File: src/rtl/uart_cmd_pkg.sv
// Shared types and constants for the UART command sequencer.
// Holds the FSM state encoding, command opcodes and the default write acknowledge byte.
package uart_cmd_pkg;

    typedef enum logic [2:0] {
        IDLE    = 3'd0,
        WR_DATA = 3'd1,
        WR_ACK  = 3'd2,
        RD_REQ  = 3'd3,
        RD_WAIT = 3'd4,
        RD_SEND = 3'd5
    } state_e;

    localparam logic [7:0] CMD_WRITE        = 8'h01;
    localparam logic [7:0] CMD_READ         = 8'h02;
    localparam logic [7:0] ACK_BYTE_DEFAULT = 8'hA5;

endpackage

File: src/rtl/uart_cmd_timeout.sv
// Idle counter for the write payload: counts enabled cycles since the last clear and
// pulses timeout when LIMIT cycles have elapsed. Used only under UART_CMD_TIMEOUT_EN.
module uart_cmd_timeout #(
    parameter int LIMIT = 1_000_000
) (
    input  logic clk,
    input  logic rst,
    input  logic en,
    input  logic clr,
    output logic timeout
);
    localparam int CW = $clog2(LIMIT + 1);

    logic [CW-1:0] count_q;
    logic [CW-1:0] count_d;

    // The counter restarts from zero whenever it is disabled, cleared or has just fired.
    assign timeout = en && !clr && (count_q == CW'(LIMIT - 1));

    always_comb begin
        count_d = count_q + CW'(1);
        if (!en || clr || timeout) begin
            count_d = '0;
        end
    end

    always_ff @(posedge clk) begin
        if (rst) begin
            count_q <= '0;
        end else begin
            count_q <= count_d;
        end
    end

endmodule

File: src/rtl/uart_cmd_ctrl.sv
// Command sequencer between UART RX/TX and the packet buffer: 0x01 writes a DEPTH-byte
// payload, 0x02 reads the buffer back. Defining UART_CMD_TIMEOUT_EN adds a write-payload idle timeout.
module uart_cmd_ctrl
    import uart_cmd_pkg::*;
#(
    parameter int         DEPTH          = 512,
    parameter int         AW             = $clog2(DEPTH),
    parameter logic [7:0] ACK_BYTE       = ACK_BYTE_DEFAULT,
    parameter int         TIMEOUT_CYCLES = 1_000_000
) (
    input  logic          clk,
    input  logic          rst,
    input  logic          rx_valid,
    input  logic [7:0]    rx_data,
    output logic          tx_valid,
    output logic [7:0]    tx_data,
    input  logic          tx_ready,
    output logic          buf_we,
    output logic [AW-1:0] buf_waddr,
    output logic [7:0]    buf_wdata,
    output logic          buf_re,
    output logic [AW-1:0] buf_raddr,
    input  logic [7:0]    buf_rdata,
    output logic          busy,
    output logic          done,
    output logic          err
);
    localparam logic [AW:0] CNT_LAST = (AW + 1)'(DEPTH - 1);
    localparam logic [AW:0] CNT_ONE  = (AW + 1)'(1);

    state_e      state_q, state_d;
    logic [AW:0] cnt_q, cnt_d;
    logic        tx_valid_q, tx_valid_d;
    logic [7:0]  tx_data_q, tx_data_d;
    logic        buf_re_q, buf_re_d;
    logic        busy_q, busy_d;
    logic        done_q, done_d;
    logic        err_q, err_d;
    logic        cnt_last;
    logic        timeout;

    assign cnt_last = (cnt_q == CNT_LAST);

`ifdef UART_CMD_TIMEOUT_EN
    uart_cmd_timeout #(
        .LIMIT   (TIMEOUT_CYCLES)
    ) u_timeout (
        .clk     (clk),
        .rst     (rst),
        .en      (state_q == WR_DATA),
        .clr     (rx_valid),
        .timeout (timeout)
    );
`else
    logic unused_timeout_cfg;
    assign unused_timeout_cfg = ^TIMEOUT_CYCLES;
    assign timeout            = 1'b0;
`endif

    always_comb begin
        // NOTE: every variable driven here gets a default first, so no path can infer a latch.
        state_d    = state_q;
        cnt_d      = cnt_q;
        tx_valid_d = tx_valid_q;
        tx_data_d  = tx_data_q;
        buf_re_d   = 1'b0;
        done_d     = 1'b0;
        err_d      = 1'b0;
        buf_we     = 1'b0;

        unique case (state_q)
            IDLE: begin
                if (rx_valid) begin
                    if (rx_data == CMD_WRITE) begin
                        state_d = WR_DATA;
                        cnt_d   = '0;
                    end else if (rx_data == CMD_READ) begin
                        state_d  = RD_REQ;
                        cnt_d    = '0;
                        buf_re_d = 1'b1;
                    end else begin
                        err_d = 1'b1;
                    end
                end
            end
            WR_DATA: begin
                // The write port is a pass-through so the byte lands in the same cycle it arrives.
                if (rx_valid) begin
                    buf_we = 1'b1;
                    cnt_d  = cnt_q + CNT_ONE;
                    if (cnt_last) begin
                        state_d    = WR_ACK;
                        tx_valid_d = 1'b1;
                        tx_data_d  = ACK_BYTE;
                    end
                end else if (timeout) begin
                    state_d = IDLE;
                    err_d   = 1'b1;
                end
            end
            WR_ACK: begin
                if (tx_ready) begin
                    state_d    = IDLE;
                    tx_valid_d = 1'b0;
                    done_d     = 1'b1;
                end
            end
            RD_REQ: begin
                state_d = RD_WAIT;
            end
            RD_WAIT: begin
                state_d    = RD_SEND;
                tx_valid_d = 1'b1;
                tx_data_d  = buf_rdata;
            end
            RD_SEND: begin
                if (tx_ready) begin
                    tx_valid_d = 1'b0;
                    if (cnt_last) begin
                        state_d = IDLE;
                        done_d  = 1'b1;
                    end else begin
                        state_d  = RD_REQ;
                        cnt_d    = cnt_q + CNT_ONE;
                        buf_re_d = 1'b1;
                    end
                end
            end
            default: begin
                state_d = IDLE;
            end
        endcase

        busy_d = (state_d != IDLE);
    end

    always_ff @(posedge clk) begin
        // NOTE: non-blocking assignments so every flop samples pre-edge values regardless of statement order.
        if (rst) begin
            state_q    <= IDLE;
            cnt_q      <= '0;
            tx_valid_q <= 1'b0;
            tx_data_q  <= '0;
            buf_re_q   <= 1'b0;
            busy_q     <= 1'b0;
            done_q     <= 1'b0;
            err_q      <= 1'b0;
        end else begin
            state_q    <= state_d;
            cnt_q      <= cnt_d;
            tx_valid_q <= tx_valid_d;
            tx_data_q  <= tx_data_d;
            buf_re_q   <= buf_re_d;
            busy_q     <= busy_d;
            done_q     <= done_d;
            err_q      <= err_d;
        end
    end

    assign tx_valid  = tx_valid_q;
    assign tx_data   = tx_data_q;
    assign buf_waddr = cnt_q[AW-1:0];
    assign buf_wdata = rx_data;
    assign buf_re    = buf_re_q;
    assign buf_raddr = cnt_q[AW-1:0];
    assign busy      = busy_q;
    assign done      = done_q;
    assign err       = err_q;

endmodule

File: config.mk
export PLATFORM = sky130hd
export DESIGN_NAME = uart_cmd_ctrl
export DESIGN_NICKNAME = d
export VERILOG_FILES = /design/src/rtl/uart_cmd_pkg.sv /design/src/rtl/uart_cmd_timeout.sv /design/src/rtl/uart_cmd_ctrl.sv
export SDC_FILE = /design/constraint.sdc
export NUM_CORES = 1
export LEC_CHECK = 0
export CAP_MARGIN = 20
export CORE_ASPECT_RATIO = 0.9
export CORE_UTILIZATION = 25
export CTS_CLUSTER_DIAMETER = 120
export CTS_CLUSTER_SIZE = 20
export DETAILED_ROUTE_END_ITERATION = 6
export PLACE_DENSITY_LB_ADDON = 0.15
export RECOVER_POWER = 100
export SKIP_CTS_REPAIR_TIMING = 1
export SLEW_MARGIN = 5
export SYNTH_ARGS = -nofsm -noshare
export SYNTH_HDL_FRONTEND = slang
export SYNTH_SLANG_ARGS = --single-unit
File: constraint.sdc
create_clock -name clk -period 2.03 [get_ports clk]
set_clock_uncertainty 0.05 [all_clocks]
set_input_delay 0.5075 -clock clk [delete_from_list [all_inputs] [get_ports clk]]
set_output_delay 0.5075 -clock clk [all_outputs]
set_load 0.005 [all_outputs]
==> results of run 1 <==
-- area by class of cell --
class	count	share of cell area [%]
timing repair buffer	96	39.41
clock buffer	3	1.845
sequential	26	23.36
tap	67	3.745
inverter	3	0.5031
multi-input combinational	112	31.13
-- stage by stage --
stage | TNS [ns] | util, % | instance area (µm²) | hold WS [ns]
finish | -0.1674 | 41.60 | 2238 | 0.4491
global route | -0.4728 | 41.60 | 2238 | 0.4741
CTS | -4.196 | 40.49 | 2178 | 0.4567
detailed placement | -9.190 | 39.72 | 2137 | 0.4415
global placement | -9.195 | 39.72 | 2137 | 0.4344
floorplan | -0.3555 | - | 1433 | 0.4175
-- cells in the mapped netlist (2+ instances only) --
cell / instances / area, µm²
nand2b_1: 2 / 12.51
a31oi_1: 2 / 12.51
or4_1: 2 / 15.01
dfxtp_1: 26 / 520.5
nand3_1: 4 / 20.02
o21ai_0: 8 / 40.04
nor3_1: 5 / 25.02
o31ai_1: 2 / 15.01
or3_1: 7 / 43.79
nand4_1: 3 / 18.77
and4_1: 2 / 17.52
inv_1: 3 / 11.26
and3_1: 3 / 18.77
a21o_1: 2 / 15.01
nand2_1: 12 / 45.04
buf_4: 27 / 202.7
a211oi_1: 2 / 15.01
a22oi_1: 5 / 37.54
nor2_1: 19 / 71.32
clkbuf_1: 5 / 18.77
nor2b_1: 3 / 18.77
a21oi_1: 14 / 70.07
-- registers in the layout, summed over array words and instances, names as in the netlist --
register	flops
cnt_q	10
tx_valid	1
busy	1
state_q	3
err	1
done	1
buf_re	1
tx_data	8
-- power by group --
group          internal [W]  leakage [nW]  switching, W
clock              0.000133        0.0216      0.000156
combinational     0.0000686         0.665     0.0000380
sequential         0.000511         0.211   0.000000478
total              0.000712         0.897      0.000194
-- worst reg2reg max path: cells and delay by family (launching register included) --
| family | cells | cell delay [ns] |
|---|---|---|
| AND/OR/NAND/NOR | 4 | 1.33 |
| flip-flops | 1 | 0.33 |
| adder cells (fa/ha/maj) | 1 | 0.17 |
| AO/OA/AOI/OAI | 1 | 0.12 |
-- kinds of logic (layout without fill, tap and decap cells) --
family          count (synthesis)  in the layout  synth area share (%)
compound gates                 39             39                 16.99
xor+xnor                        1              1                0.6131
fa+ha+maj                       1              1                0.8755
buf+inv                        37            102                 17.34
flops                          26             26                 36.43
mux                             1              1                0.7880
simple gates                   70             70                 26.97
-- how the worst max path moves through the flow --
stage	slack, ns	depth (start not counted)	end	startpoint
after CTS	-0.53	6	buf_we	rx_valid
final	-0.07	6	cnt_q[7]	rx_data[5]
after global routing	-0.10	6	cnt_q[7]	rx_data[5]
after detailed placement	-0.66	6	cnt_q[7]	rx_data[6]
after floorplan	-0.11	6	cnt_q[6]	rx_data[6]
after global placement	-0.64	6	cnt_q[7]	rx_data[6]
-- per-layer routing --
layer,vias to the layer above,global-route usage (%)
li1,727,-
met1,631,16.40
met2,26,20.74
met3,2,2.857
met4,0,3.509
met5,-,0
==> flow_summary.yaml, run 1 <==
synth:
  synth-seq-cells: 26
  ys_types: 39
  yosys_most_used_dff: "dfxtp_1"
  synthCells: 175
  synth_edf_count: 0
  synth_nets: 196
  async_flop_share_pct: 0
  syn_area_mm2: 0.001429
  ys_seq_area_share_pct: 36.43
  synth.avg_cell_area_um2: 8.165
  synth_warnings: 0
worst_setup_path:
  worst-path-buf-inv: 1
  cpPeakStageDelay_ns: 0.58
  startpoint_type: "input pin"
  slowest_stage: "or4b_4"
  path_cells: "buf_8 -> nor4_4 -> a21boi_2 -> or4b_4 -> or4_1 -> a21oi_1"
  critPathArrivalTime_ns: 2.25
  reg2reg_slack_ns: -0.04
  crit_family: "simple AND/OR/NAND/NOR gates"
  r2r_cells: 6
  r2r_end: "cnt_q[7]"
  r2r-start: "cnt_q[0]"
  crit_path_end_kind: "register"
  cp.required_ns: 2.19
  crit_path_max_fanout: 6
  critPathKind: "in2reg"
drt:
  met3_length_um: 109
  topRoutingLayerUsed: "met4"
  viasPerCell: 4.515
  wl_met2_um: 1744
  drc: 0
  drt_iter0_drc: 47
  met1_length_um: 1774
  drtAntennaViolNets: 0
  first_pass_iters: 4
  wirelength_um: 3655
  via_count: 1386
  wl_per_cell_um: 11.91
cells_and_area:
  nFillCells: 556
  final_layout_size_suffix_gt1_share_pct: 22.92
  fin_nets: 263
  mostFrequentLayoutCells: "clkdlybuf4s50_1 (48), buf_4 (35), dfxtp_1 (24)"
  multiInputGateArea_um2: 696.9
  seq_area_um2: 523.0
  final_common_cell: "clkdlybuf4s50_1"
  antenna_cells: 0
  area_growth_pct: 56.66
  fin_cells: 307
timing:
  setup_violations: 6
  min_period_ns: 2.096
  max_freq_mhz: 477.0
  slew_viol_final: 0
  max_slew.worst_pin.slew_ns: 0.2671
  rsz0062_at_grt: "yes"
  slew_headroom_pct: 82.01
  hold_viol: 0
  setup_ws_ns: -0.06649
  finalCritPeriodShare_pct: 103.3
clocking:
  clk_path_buf_depth: 2
  cts_root_buf: "clkbuf_8"
  clk_latency_ns: 0.27
  cts_made_buffers: 3
  cts_sinks: 26
  h-tree-depth: 1
  cts_tree: "done"
  cts.reportedPaths.clkPinSlew_ns: 0.09
global_route:
  grt_pass1_wl_um: 5720
  grt_overflow: 0
  grt_max_degree: 14
  antenna_found_initial: 0
  grt_usage_pct: 12.59
  grt_pass1_vias: 1246
floorplan:
  die_y_um: 73.72
  num_rows: 25
  pin_count: 60
  die_width_um: 81.69
  die_area_mm2: 0.006022
  start_util_pct: 26.56
  coreArea_mm2: 0.005380
placement:
  io_buffers: 59
  gp_congestion: 0.7602
  dp_cells: 303
  dp_slack_ns: -0.6641
  hpwl_um: 2938
hold_path:
  hold_depth: 2
  hold_path_class: "reg2reg"
  min_to: "tx_data[5]"
  hp-start: "tx_data[5]"
status:
  outcome: "finished, violations left"
  violations: "negative setup slack"
power_and_ir_drop:
  irDropWorstVdd_mv: 0.2912
  p_per_area_mw_per_mm2: 404.9
  p_total_w: 0.0009063
  p_leak_nw: 0.8970
flow_run:
  maxCapViolCount: 0
(Power assumes the default switching activity.)
==> inputs of run 2 (changes only) <==
Clock period 2.03 ns to 2.1 ns, I/O delays scaled along.
==> flow_summary.yaml, run 2 (same netlist as run 1, synthesis figures left out) <==
status:
  outcome: "completed"
global_route:
  grt_overflow: 0
  grt_pass1_wl_um: 5651
  antenna_found_initial: 0
  grt_max_degree: 15
  grt_pass1_vias: 1246
  grt_usage_pct: 12.08
clocking:
  clk_path_buf_depth: 2
  h-tree-depth: 1
  cts_made_buffers: 3
  cts_sinks: 26
  cts_tree: "done"
  cts_root_buf: "clkbuf_8"
  clk_latency_ns: 0.27
  cts.reportedPaths.clkPinSlew_ns: 0.09
cells_and_area:
  antenna_cells: 0
  multiInputGateArea_um2: 738.2
  mostFrequentLayoutCells: "dlygate4sd3_1 (31), buf_4 (24), dfxtp_1 (23)"
  final_layout_size_suffix_gt1_share_pct: 24.69
  design_area_mm2: 0.002245
  regMostFlops: "cnt_q"
  seq_area_um2: 526.8
  area_growth_pct: 57.09
  final_common_cell: "dlygate4sd3_1"
  fin_cells: 306
  utilization_pct: 41.72
  fin_nets: 261
  nFillCells: 553
  largest_register_ffs: 10
worst_setup_path:
  critPathKind: "in2reg"
  r2r-start: "cnt_q[0]"
  worst-path-buf-inv: 2
  slowest_stage: "or4b_4"
  startpoint_type: "input pin"
  path_cells: "clkbuf_2 -> nor4_4 -> a21boi_2 -> or4b_4 -> buf_6 -> or3_4 -> a21oi_2"
  critPathArrivalTime_ns: 2.24
  crit_path_max_fanout: 5
  crit_family: "simple AND/OR/NAND/NOR gates"
  cp.required_ns: 2.26
  reg2reg_slack_ns: 0.07
  cpPeakStageDelay_ns: 0.56
  crit_path_end_kind: "register"
  r2r_cells: 7
  r2r_end: "cnt_q[9]"
hold_path:
  hold_path_class: "reg2reg"
  min_to: "tx_data[7]"
  hp-start: "tx_data[7]"
  hold_depth: 2
timing:
  hold_viol: 0
  finalCritPeriodShare_pct: 99.02
  min_period_ns: 2.079
  setup_violations: 0
  max_freq_mhz: 480.9
  holdWs_ns: 0.4420
  slew_headroom_pct: 80.54
  slew_viol_final: 0
  setup_ws_ns: 0.02059
  max_slew.worst_pin.slew_ns: 0.2913
floorplan:
  pin_count: 60
  start_util_pct: 26.56
  coreArea_mm2: 0.005380
  num_rows: 25
  die_area_mm2: 0.006022
  die_y_um: 73.72
  die_width_um: 81.69
flow_run:
  maxCapViolCount: 0
drt:
  first_pass_iters: 4
  wl_per_cell_um: 12.32
  viasPerCell: 4.663
  wirelength_um: 3769
  drtAntennaViolNets: 0
  via_count: 1427
  drt_iter0_drc: 40
  drc: 0
placement:
  io_buffers: 59
  postPlaceCellArea_mm2: 0.002085
  gp_congestion: 0.7745
  dp_cells: 296
  hpwl_um: 2811
  dp_slack_ns: -0.6438
power_and_ir_drop:
  irDropWorstVdd_mv: 0.2939
  p_per_area_mw_per_mm2: 407.4
  p_leak_nw: 0.9375
==> run 2: cell count changes in the layout (fill, tap and decap cells not counted), sizes merged, moves of 2 or more <==
cell,change
dlymetal6s2s,-2
clkdlybuf4s50,-31
buf,-9
dlygate4sd3,+31
clkbuf,+8
==> run 2: worst max path at each step <==
stage | start | endpoint | slack [ns] | cells past startpoint
floorplan | rx_data[6] | cnt_q[6] | -0.06 | 6
global placement | rx_data[0] | cnt_q[7] | -0.62 | 6
detailed placement | rx_data[1] | cnt_q[7] | -0.64 | 6
CTS | rx_valid | buf_we | -0.52 | 6
global route | rx_data[5] | cnt_q[3] | -0.03 | 7
finish | rx_data[5] | cnt_q[9] | 0.02 | 7
==> run 2: area by class of cell <==
type | instances | area share, %
clock buffers | 4 | 2.453
inverters | 3 | 0.5017
multi-input cells | 113 | 32.89
flip-flops and latches | 26 | 23.47
well taps | 67 | 3.735
repair buffers | 93 | 36.96
==> run 2: worst register-to-register path: stages, from the launching register on <==
cell and delay, ns:
dfxtp_1 0.32, ha_2 0.18, and3_4 0.18, nand4_1 0.09, or4b_4 0.51, buf_6 0.15, or3_4 0.36, a21oi_2 0.12
==> run 2: metal layers <==
layer	vias up	track usage (%)	part of all wire [%]
li1	727	-	-
met1	665	16.04	46
met2	31	20.46	50
met3	4	2.857	3.5
met4	0	1.170	0.80
met5	-	0	0
==> run 2: where the power goes <==
group	total (W)	internal, W	switching [W]
Combinational	0.000102	0.0000635	0.0000386
Clock	0.000319	0.000167	0.000152
Sequential	0.000493	0.000493	0.000000551
==> run 2: through the flow <==
stage	setup TNS (ns)	total power (W)
after floorplan	-0.1257	0.0005369
after detailed placement	-7.107	0.0006040
final	0	0.0009146
after global placement	-7.071	0.0006054
after global routing	-0.08614	0.0009564
after CTS	-3.814	0.0009286
==> inputs of run 3 (changes only) <==
Settings changed: HOLD_SLACK_MARGIN from default to 0.06.
==> results of run 3 <==
Final layout, timing and power as in run 2 (identical DEF).
